==> src/rtl/opreg_pkg.sv <==
// ----------------------------------------------------------------------------
// Package: opreg_pkg
// Purpose: Shared constants and helpers for the multi-channel operand register
//          pipeline (operand_reg_pipe / operand_reg_lane).
// Contents:
//   OPREG_MIN_DEPTH  smallest legal pipeline depth
//   ch_slice()       LSB offset of channel c inside a packed multi-channel bus
// The per-stage record (valid + data) depends on DATA_WIDTH, so its typedef
// lives in operand_reg_lane where the width parameter is in scope.
// ----------------------------------------------------------------------------
package opreg_pkg;

    localparam int OPREG_MIN_DEPTH = 1;

    // Channel c occupies bits [ch_slice(c, w) +: w] of a packed bus.
    function automatic int ch_slice(input int c, input int data_width);
        return c * data_width;
    endfunction

endpackage : opreg_pkg

==> src/rtl/operand_reg_lane.sv <==
// ----------------------------------------------------------------------------
// Module: operand_reg_lane
// Purpose: One operand channel: a hold register that captures the operand on
//          load, and a DEPTH-stage valid/data pipeline that re-issues the held
//          operand every advancing cycle.
// Ports:
//   clk        in   clock, rising edge
//   reset      in   synchronous, active-high; clears everything
//   load       in   capture data into the hold register
//   data       in   operand for this channel
//   stall      in   freeze all pipeline stages (hold register still loads)
//   flush      in   clear all pipeline stages (hold register untouched)
//   data_out   out  last-stage data
//   valid_out  out  last-stage valid
//   held_vld   out  hold register has been loaded since reset
// ----------------------------------------------------------------------------
module operand_reg_lane
    import opreg_pkg::*;
#(
    parameter int DATA_WIDTH = 32,
    parameter int DEPTH      = 2
) (
    input  logic                  clk,
    input  logic                  reset,
    input  logic                  load,
    input  logic [DATA_WIDTH-1:0] data,
    input  logic                  stall,
    input  logic                  flush,
    output logic [DATA_WIDTH-1:0] data_out,
    output logic                  valid_out,
    output logic                  held_vld
);

    typedef struct packed {
        logic                  vld;
        logic [DATA_WIDTH-1:0] d;
    } stage_t;

    logic [DATA_WIDTH-1:0] hold_q;
    logic                  held_vld_q;
    stage_t                stage_q [DEPTH];
    stage_t                stage_src;

    // A load bypasses the hold register so the fresh operand enters stage 1
    // on the same edge that captures it.
    // NOTE: every always_comb output gets a default first so no path can
    // leave it unassigned and infer a latch.
    always_comb begin
        stage_src     = '0;
        stage_src.vld = load | held_vld_q;
        stage_src.d   = load ? data : hold_q;
    end

    // NOTE: sequential state uses non-blocking assignments so every stage
    // samples the pre-edge value of its predecessor, giving a true shift.
    always_ff @(posedge clk) begin
        if (reset) begin
            hold_q     <= '0;
            held_vld_q <= 1'b0;
            // NOTE: the stage array is reset (not left as plain storage)
            // because its valid bits drive valid_out and data_out must read 0.
            for (int k = 0; k < DEPTH; k++) begin
                stage_q[k] <= '0;
            end
        end else begin
            if (load) begin
                hold_q     <= data;
                held_vld_q <= 1'b1;
            end

            // Flush wins over stall; both leave the hold register alone.
            if (flush) begin
                for (int k = 0; k < DEPTH; k++) begin
                    stage_q[k] <= '0;
                end
            end else if (!stall) begin
                stage_q[0] <= stage_src;
                for (int k = 1; k < DEPTH; k++) begin
                    stage_q[k] <= stage_q[k-1];
                end
            end
        end
    end

    assign data_out  = stage_q[DEPTH-1].d;
    assign valid_out = stage_q[DEPTH-1].vld;
    assign held_vld  = held_vld_q;

endmodule : operand_reg_lane

==> src/rtl/operand_reg_pipe.sv <==
// ----------------------------------------------------------------------------
// Module: operand_reg_pipe
// Purpose: Multi-channel operand register with a parametrised delay pipeline
//          feeding the datapath execute lanes. Each channel holds its last
//          loaded operand and streams it through DEPTH registered stages,
//          with a shared stall and flush.
// Optional feature (macro OPREG_BCAST_EN):
//   adds input bcast; when high, channel 0 of data_in is loaded into every
//   channel and load is forced on all channels.
// Parameters:
//   DATA_WIDTH  operand width in bits
//   NUM_CH      number of channels (>=1)
//   DEPTH       pipeline stages between load and output (>=1)
// Ports:
//   clk        in   clock, rising edge
//   reset      in   synchronous, active-high
//   load       in   [NUM_CH]              per-channel load strobe
//   data_in    in   [NUM_CH*DATA_WIDTH]   channel c at [c*DATA_WIDTH +: DATA_WIDTH]
//   stall      in   freeze all pipeline stages
//   flush      in   clear all pipeline stages
//   bcast      in   broadcast channel 0 (only with OPREG_BCAST_EN)
//   data_out   out  [NUM_CH*DATA_WIDTH]   last-stage data, same packing
//   valid_out  out  [NUM_CH]              last-stage valid
//   held_vld   out  [NUM_CH]              hold register loaded since reset
// ----------------------------------------------------------------------------
module operand_reg_pipe
    import opreg_pkg::*;
#(
    parameter int DATA_WIDTH = 32,
    parameter int NUM_CH     = 3,
    parameter int DEPTH      = 2
) (
    input  logic                         clk,
    input  logic                         reset,
    input  logic [NUM_CH-1:0]            load,
    input  logic [NUM_CH*DATA_WIDTH-1:0] data_in,
    input  logic                         stall,
    input  logic                         flush,
`ifdef OPREG_BCAST_EN
    input  logic                         bcast,
`endif
    output logic [NUM_CH*DATA_WIDTH-1:0] data_out,
    output logic [NUM_CH-1:0]            valid_out,
    output logic [NUM_CH-1:0]            held_vld
);

    generate
        if (DEPTH < OPREG_MIN_DEPTH || NUM_CH < 1) begin : g_param_check
            $fatal(1, "operand_reg_pipe: DEPTH and NUM_CH must both be >= 1");
        end
    endgenerate

    logic [NUM_CH-1:0]            eff_load;
    logic [NUM_CH*DATA_WIDTH-1:0] eff_data;

    // Broadcast mux ahead of the lanes; a plain pass-through when the
    // feature is not built in.
    always_comb begin
        eff_load = load;
        eff_data = data_in;
`ifdef OPREG_BCAST_EN
        if (bcast) begin
            eff_load = '1;
            eff_data = {NUM_CH{data_in[DATA_WIDTH-1:0]}};
        end
`endif
    end

    for (genvar c = 0; c < NUM_CH; c++) begin : g_lane
        operand_reg_lane #(
            .DATA_WIDTH (DATA_WIDTH),
            .DEPTH      (DEPTH)
        ) u_lane (
            .clk       (clk),
            .reset     (reset),
            .load      (eff_load[c]),
            .data      (eff_data[ch_slice(c, DATA_WIDTH) +: DATA_WIDTH]),
            .stall     (stall),
            .flush     (flush),
            .data_out  (data_out[ch_slice(c, DATA_WIDTH) +: DATA_WIDTH]),
            .valid_out (valid_out[c]),
            .held_vld  (held_vld[c])
        );
    end

endmodule : operand_reg_pipe
==> config.mk <==
export PLATFORM = sky130hd
export DESIGN_NAME = operand_reg_pipe
export DESIGN_NICKNAME = d
export VERILOG_FILES = /design/src/rtl/opreg_pkg.sv /design/src/rtl/operand_reg_lane.sv /design/src/rtl/operand_reg_pipe.sv
export SDC_FILE = /design/constraint.sdc
export NUM_CORES = 1
export LEC_CHECK = 0
export BUFFER_PORTS_ARGS = -buffer_cell sky130_fd_sc_hd__buf_2
export CORE_UTILIZATION = 39
export DETAILED_ROUTE_END_ITERATION = 7
export SLEW_MARGIN = 15
export SYNTH_ARGS = -nofsm -noshare
export SYNTH_HDL_FRONTEND = slang
export SYNTH_SLANG_ARGS = --single-unit
==> constraint.sdc <==
create_clock -name clk -period 5 [get_ports clk]
set_input_delay 1 -clock clk [delete_from_list [all_inputs] [get_ports clk]]
set_output_delay 1 -clock clk [all_outputs]
set_load 0.02 [all_outputs]
Word-level counts from Yosys, hierarchy flattened

Memory sizes are Yosys's and may differ from the RTL's.
Cells that the tools add are included.

Mux-type cells: 24
Bitwise gates (word level): 15

Operator list:

| operator   | count |
|---|---|
| $mux 33    | 12 |
| $mux 32    | 3 |
| $or 1x1->1 | 15 |
| $mux 1     | 9 |

Register bits: 99
Memory bits (writable): 198
Input bits: 103
Memories kept: 3

Memory list:

| memory                   | depth | width | rd ports | clocked after Yosys merged registers in | wr ports | RTL line               | RTL |
|---|---|---|---|---|---|---|---|
| g_lane[0].u_lane.stage_q | 2     | 33    | 2        | 0                                       | 2        | operand_reg_lane.sv:41 | `stage_t stage_q [DEPTH];` |
| g_lane[1].u_lane.stage_q | 2     | 33    | 2        | 0                                       | 2        | operand_reg_lane.sv:41 |  |
| g_lane[2].u_lane.stage_q | 2     | 33    | 2        | 0                                       | 2        | operand_reg_lane.sv:41 |  |

Logic depth before layout (Yosys ltp)

Gate-level depths: netlist of run 1.

Word-level depth: 5
Mapped depth: 5

Hierarchy

A second synthesis of run 1 with hierarchy kept.

Cells, all modules: 846
Area, all modules: 11,332.1 sq um

By module, submodules not included:

| module           | instances | cells an instance | area each (sq um) |
|---|---|---|---|
| operand_reg_lane | 3         | 282               | 3,777.4 |

Least setup slack after synthesis of run 1

Ideal clock, no wire load.

Path type: in2reg
Start: input reset
End: memory g_lane[0].u_lane.stage_q[0][0] in the netlist's numbering, enable pin
Setup time: 0.489 ns
Arrival: 3.790 ns
Setup slack: 0.721 ns
Stages on the path: 2
Cells stage by stage: buf_2 or3b_2

RTL lines:

| element     | RTL line               | RTL |
|---|---|---|
| from (decl) | operand_reg_pipe.sv:34 | `input logic reset,` |
| to (decl)   | operand_reg_lane.sv:41 |  |

==> flow_metrics.py, run 1 <==
metrics = {
    "setup_path": {
        "path_class": "input port to register",
        "crit_start": "reset",
        "critPathMostFrequentCell": "buf_4",
        "crit_arrival_ps": 2850,
        "path_cells": "buf_4 -> or3_4 -> buf_4 -> nor2_1",
        "reg2reg_slack_ps": 4080,
        "critPathSlowestCell": "or3_4",
        "startpoint_type": "input port",
        "cp_max_fo": 76,
        "crit_cells": 4,
        "reg2reg_from": "g_lane[0].u_lane.hold_q[10]",
        "cp_top_family": "simple AND/OR/NAND/NOR gates",
        "max_stage_delay_ps": 1000,
        "path_buf_inv": 2,
        "crit_required_ps": 5240,
        "endpoint_kind": "register",
        "rr_endpoint": "g_lane[0].u_lane.stage_q[0][10]",
        "r2r_cells": 2,
    },
    "status": {
        "status": "finished clean",
    },
    "min_path": {
        "min_path_cells": 2,
        "worstHoldEndpoint": "g_lane[0].u_lane.hold_q[31]",
        "min-delay-start": "g_lane[0].u_lane.hold_q[31]",
        "hold_path.class": "register to register",
    },
    "sta": {
        "worst_slew_pin_slew_ps": 1180,
        "fmax_mhz": 383,
        "period_share_pct": 52.2,
        "min_period_ps": 2610,
        "finalMaxSlewViolations": 0,
        "fin_worst_skew_ps": 6.02,
        "relSlewSlack_pct": 21.1,
        "setup_viol": 0,
        "fin_setup_tns_ps": 0,
        "hold_viol_final": 0,
        "rsz0062_at_grt": "no",
    },
    "clocking": {
        "clock_latency_ps": 490,
        "clk_pin_slew_ps": 60,
        "cts_resized": 0,
        "htreeDepth": 2,
        "clk_path_buf_depth": 3,
        "ctsHoldBuffers": 0,
        "post_cts_buffers": 0,
        "cts_buffers": 34,
        "tritoncts": "done",
        "clkSinkCount": 297,
        "cts-root-buf": "clkbuf_16",
    },
    "final_layout": {
        "nets": 1046,
        "final_cell_mix": "buf_2 (203), edfxtp_1 (198), nor2_1 (191), and2_1 (99), dfxtp_1 (99)",
        "fillCellCount": 2571,
        "layout_commonest_cell": "buf_2",
        "area_delta_synth_final_pct": 15.6,
        "drive_gt1_share_pct": 28.3,
    },
    "route": {
        "first_pass_iters": 4,
        "drtAntennaViolNets": 0,
        "drc": 0,
        "wl_mm": 19.7,
        "wl_per_cell_um": 14.6,
        "post_drt_via_cell_ratio": 4.38,
        "drtIter0Drc": 418,
        "num_vias": 5922,
    },
    "pwr": {
        "worst_ir_drop_vdd_mv": 0.242,
        "p_per_area_nw_per_um2": 428,
        "leakage_uw": 0.00588,
        "p_total_uw": 5610,
    },
    "synthesis": {
        "ys_types": 16,
        "ys_warn_count": 0,
        "yosysSeqAreaShare_pct": 69.9,
        "syn_avg_cell_area_sq_um": 13.5,
        "synth-seq-cells": 297,
        "mappedNetlistArea_sq_um": 11300,
        "syn-num-nets": 945,
        "synth_cells": 842,
    },
    "place": {
        "dp_hpwl_mm": 11.6,
        "portBuffers": 204,
        "routabilityCongestion": 0.712,
    },
    "global_route": {
        "grt_pass1_wl_mm": 31.4,
        "grt_overflow": 0,
        "grt_max_degree": 100,
        "grt_usage_pct": 13.2,
        "grt_pass1_vias": 5735,
        "antenna_found_initial": 1,
    },
    "die": {
        "dieHeight_um": 173,
        "rows": 62,
        "pin_count": 205,
        "die_w_um": 173,
        "initial_core_util_pct": 39.6,
        "core_area_sq_um": 28600,
        "dieArea_sq_um": 29800,
    },
    "job": {
        "cap_violations": 0,
    },
}
metrics by stage:
step	hold slack [ps]	cell area, sq um	instances	util (%)	setup WS, ps
after detailed placement	474	12000	1291	41.8	1810
after CTS	490	13100	1352	45.8	2330
after global placement	467	12000	1291	41.8	1860
after floorplan	453	11300	842	-	721
final	484	13100	1353	45.8	2390
after global routing	512	13100	1353	45.8	2260
synth_stat cells:
cell      count  area [sq um]
and2_1       99           619
buf_1         4          15.0
buf_12        1          20.0
buf_2        16          80.1
buf_4       102           766
buf_6         2          22.5
clkbuf_1     20          75.1
clkbuf_2      1          5.00
dfxtp_1      99          1980
edfxtp_1    198          5950
mux2i_1      96           961
nor2_1      191           717
nor2_4       10           113
nor3_2        1          10.0
or3_1         1          6.26
or3b_2        1          8.76
worst register-to-register path, cell delays in order, from the launching register on:
cell     delay [ps]
dfxtp_1         290
mux2i_1         290
nor2_4           60
metal layers:
layer | up-vias | wire [um] | global-route usage, %
li1 | 2920 | - | -
met1 | 2787 | 9010 | 17.8
met2 | 170 | 8970 | 20.7
met3 | 45 | 1060 | 2.97
met4 | 0 | 647 | 5.39
met5 | - | 0 | 0
cell families after synthesis:
| logic type | share of synthesized area [%] |
|---|---|
| and+or+nand+nor | 13.0 |
| buffers and inverters | 8.67 |
| DFF | 69.9 |
| muxes | 8.47 |
area by class of cell:
type	instances	area (sq um)	share of cell area [%]
flip-flops and latches	297	7930	60.5
multi-input cells	399	2450	18.7
repair buffers	211	1100	8.40
clock buffers	46	980	7.47
well taps	384	480	3.66
clock inverters	15	174	1.33
diodes	1	2.50	0.0191
where the power goes:
group | leakage, uW | switching [uW] | total [uW] | internal [uW]
registers | 0.00312 | 29.3 | 2770 | 2740
clock network | 0.000569 | 933 | 2510 | 1580
logic | 0.00219 | 209 | 327 | 118
worst max-delay path by stage:
stage / end
detailed placement: g_lane[2].u_lane.stage_q[0][3]
global route: g_lane[2].u_lane.stage_q[0][4]
CTS: g_lane[2].u_lane.stage_q[0][0]
finish: g_lane[2].u_lane.stage_q[0][3]
global placement: g_lane[2].u_lane.stage_q[0][32]
floorplan: g_lane[0].u_lane.stage_q[0][0]
sequential cells by signal, summed over array words and instances, names as in the netlist:
name	flops
g_lane.u_lane.held_vld	3
g_lane.u_lane.hold_q	96
g_lane.u_lane.stage_q	198
(Power assumes the default switching activity.)
==> run 2, diff against run 1 <==
--- a/config.mk
+++ b/config.mk
@@ -5,6 +5,7 @@
 export SDC_FILE = /design/constraint.sdc
 export NUM_CORES = 1
 export LEC_CHECK = 0
+export ABC_AREA = 1
 export BUFFER_PORTS_ARGS = -buffer_cell sky130_fd_sc_hd__buf_2
 export CORE_UTILIZATION = 39
 export DETAILED_ROUTE_END_ITERATION = 7
==> constraint.sdc (replaced) <==
create_clock -name clk -period 2.5 [get_ports clk]
set_input_delay 0.5 -clock clk [delete_from_list [all_inputs] [get_ports clk]]
set_output_delay 0.5 -clock clk [all_outputs]
set_load 0.02 [all_outputs]
==> flow_metrics.py, run 2 <==
metrics = {
    "clocking": {
        "clock_latency_ps": 500,
        "cts-root-buf": "clkbuf_16",
        "clk_path_buf_depth": 3,
        "ctsHoldBuffers": 0,
        "htreeDepth": 2,
        "cts_buffers": 34,
        "clkSinkCount": 297,
        "clk_pin_slew_ps": 60,
        "cts_resized": 0,
        "tritoncts": "done",
        "post_cts_buffers": 0,
    },
    "synthesis": {
        "synth_cells": 1338,
        "synth.area.top_cells": "edfxtp_1 (48%), dfxtp_1 (16%), nor2_1 (9.2%), inv_1 (9.0%), nand2_1 (8.8%)",
        "syn-num-nets": 1441,
        "ys_types": 12,
        "yosysTopAreaCell": "edfxtp_1",
        "synth-seq-cells": 297,
        "mappedNetlistArea_sq_um": 12300,
        "synth_top_area_share_pct": 48.4,
        "ys_warn_count": 0,
        "synth_flop_cell": "edfxtp_1",
        "synth-async-reset-ratio_pct": 0,
        "yosysSeqAreaShare_pct": 64.5,
        "ys_top_cells_by_count": "nor2_1 (300), inv_1 (295), nand2_1 (289), edfxtp_1 (198), buf_4 (102)",
        "syn_avg_cell_area_sq_um": 9.19,
        "synth.most_common_cell": "nor2_1",
        "synth_edf_count": 198,
    },
    "sta": {
        "min_period_ps": 1600,
        "relSlewSlack_pct": 42.6,
        "hold_slack_ps": 305,
        "rsz0062_at_grt": "no",
        "period_share_pct": 63.9,
        "fin_setup_tns_ps": 0,
        "worst_slew_pin_slew_ps": 861,
        "hold_viol_final": 0,
        "finalMaxSlewViolations": 0,
        "fin_ws_ps": 901,
        "setup_viol": 0,
        "fmax_mhz": 626,
        "fin_worst_skew_ps": 6.62,
    },
    "pwr": {
        "swShare_pct": 22.5,
        "p_per_area_nw_per_um2": 802,
        "worst_ir_drop_vdd_mv": 0.455,
        "switching_power_uw": 2550,
        "internal-power_uw": 8750,
        "p_comb_share_pct": 7.3,
        "power_frac_clock_pct": 43.2,
        "seqPwrFrac_pct": 49.4,
        "leakage_uw": 0.00700,
    },
    "setup_path": {
        "crit_required_ps": 2000,
        "crit_arrival_ps": 1100,
        "crit_cells": 1,
        "path_class": "register to output pin",
        "reg2reg_slack_ps": 1690,
        "startpoint_type": "register",
        "crit_start": "g_lane[1].u_lane.stage_q[0][41]",
        "crit_path_end": "data_out[40]",
        "cp_max_fo": 1,
        "max_stage_delay_ps": 420,
        "reg2reg_from": "g_lane[2].u_lane.hold_q[0]",
        "cp_top_family": "flip-flops",
        "path_buf_inv": 1,
        "rr_endpoint": "g_lane[2].u_lane.stage_q[0][0]",
        "endpoint_kind": "output pin",
        "r2r_cells": 4,
        "path_cells": "buf_2",
        "critPathSlowestCell": "edfxtp_1",
    },
    "die": {
        "pin_count": 205,
        "rows": 64,
        "core_area_sq_um": 30800,
        "dieHeight_um": 180,
        "initial_core_util_pct": 39.9,
        "dieArea_sq_um": 32200,
        "die_w_um": 180,
    },
    "route": {
        "num_vias": 7722,
        "first_pass_iters": 6,
        "wl_mm": 23.0,
        "post_drt_via_cell_ratio": 4.16,
        "drc": 13,
        "drtIter0Drc": 446,
        "drtAntennaViolNets": 0,
        "wl_per_cell_um": 12.4,
    },
    "final_layout": {
        "fin_area_sq_um": 14100,
        "layout_commonest_cell": "nor2_1",
        "drive_gt1_share_pct": 18.6,
        "largest_reg_flops": 198,
        "antenna_cells": 0,
        "fillCellCount": 2972,
        "final_cell_mix": "nor2_1 (300), inv_1 (295), nand2_1 (288), buf_2 (203), edfxtp_1 (198)",
        "regMostFlops": "g_lane.u_lane.stage_q",
        "nets": 1540,
        "area_delta_synth_final_pct": 14.5,
    },
    "global_route": {
        "grt_max_degree": 138,
        "grt-busiest-layer": "met2",
        "grt_pass1_vias": 7529,
        "use_met3_pct": 2.69,
        "use_met1_pct": 18.0,
        "grt_usage_pct": 14.3,
        "grt_overflow": 0,
        "grt_pass1_wl_mm": 37.1,
        "grt_use_met2_pct": 24.6,
        "antenna_found_initial": 0,
    },
    "job": {
        "cap_violations": 0,
    },
    "min_path": {
        "hold_path.class": "input port to register",
        "min-delay-start": "reset",
    },
    "status": {
        "failed_checks": "DRC",
        "status": "finished with violations",
    },
    "place": {
        "place_area_sq_um": 13000,
        "dp_hpwl_mm": 13.9,
        "pre_cts_ws_ps": 580,
        "portBuffers": 204,
        "routabilityCongestion": 0.734,
    },
}
==> run 2: cell types whose count changed after synthesis, sizes merged <==
| cell | change |
|---|---|
| inv | +295 |
| nand2 | +290 |
| nor2 | +100 |
| and2 | -99 |
| mux2i | -96 |
| buf | +8 |
| clkbuf | +1 |
| nor3 | -1 |
| or3 | -1 |
| or3b | -1 |
==> run 2: metrics by stage <==
step           utilization, %  power (uW)  cells
2_1_floorplan               -        6330   1338
3_3_place_gp             42.1        6510   1797
3_5_place_dp             42.1        6530   1797
4_1_cts                  45.7       11500   1857
5_1_grt                  45.7       11800   1857
6_report                 45.7       11300   1857
==> run 2: layout make-up <==
| class | count | area [sq um] | area share [%] |
|---|---|---|---|
| Timing Repair Buffer | 218 | 1190 | 8.46 |
| Inverter | 295 | 1110 | 7.86 |
| Clock inverter | 15 | 161 | 1.15 |
| Sequential cell | 297 | 7930 | 56.3 |
| Multi-Input combinational cell | 591 | 2260 | 16.0 |
| Clock buffer | 45 | 943 | 6.70 |
| Tap cell | 396 | 495 | 3.52 |
==> run 2: cell families (layout without fill, tap and decap cells) <==
| kind of cell | count (synthesis) | count (layout) | synth area share [%] |
|---|---|---|---|
| flops | 297 | 297 | 64.5 |
| simple gates | 591 | 591 | 18.1 |
| buf+inv | 450 | 573 | 17.4 |
==> run 2: worst min-delay path by stage <==
stage | end | cells past startpoint
2_1_floorplan | g_lane[0].u_lane.held_vld | 2
3_3_place_gp | g_lane[1].u_lane.held_vld | 2
3_5_place_dp | g_lane[1].u_lane.held_vld | 2
4_1_cts | g_lane[2].u_lane.hold_q[30] | 2
5_1_grt | g_lane[2].u_lane.hold_q[13] | 2
6_report | g_lane[2].u_lane.hold_q[30] | 2
==> run 2: routing by layer <==
layer | share of wire, % | wire, um | up-vias
met5 | 0 | 0 | -
li1 | - | - | 4016
met3 | 5.7 | 1310 | 39
met1 | 44 | 10000 | 3485
met2 | 48 | 11000 | 182
met4 | 2.5 | 579 | 0
==> run 2: power groups by stage <==
stage / Sequential (uW) / Clock [uW] / Combinational [uW]
final: 5590 / 4890 / 828
after global routing: 5610 / 5250 / 947
after floorplan: 5670 / 0 / 657
after detailed placement: 5690 / 0 / 839
after CTS: 5590 / 5050 / 844
after global placement: 5690 / 0 / 826
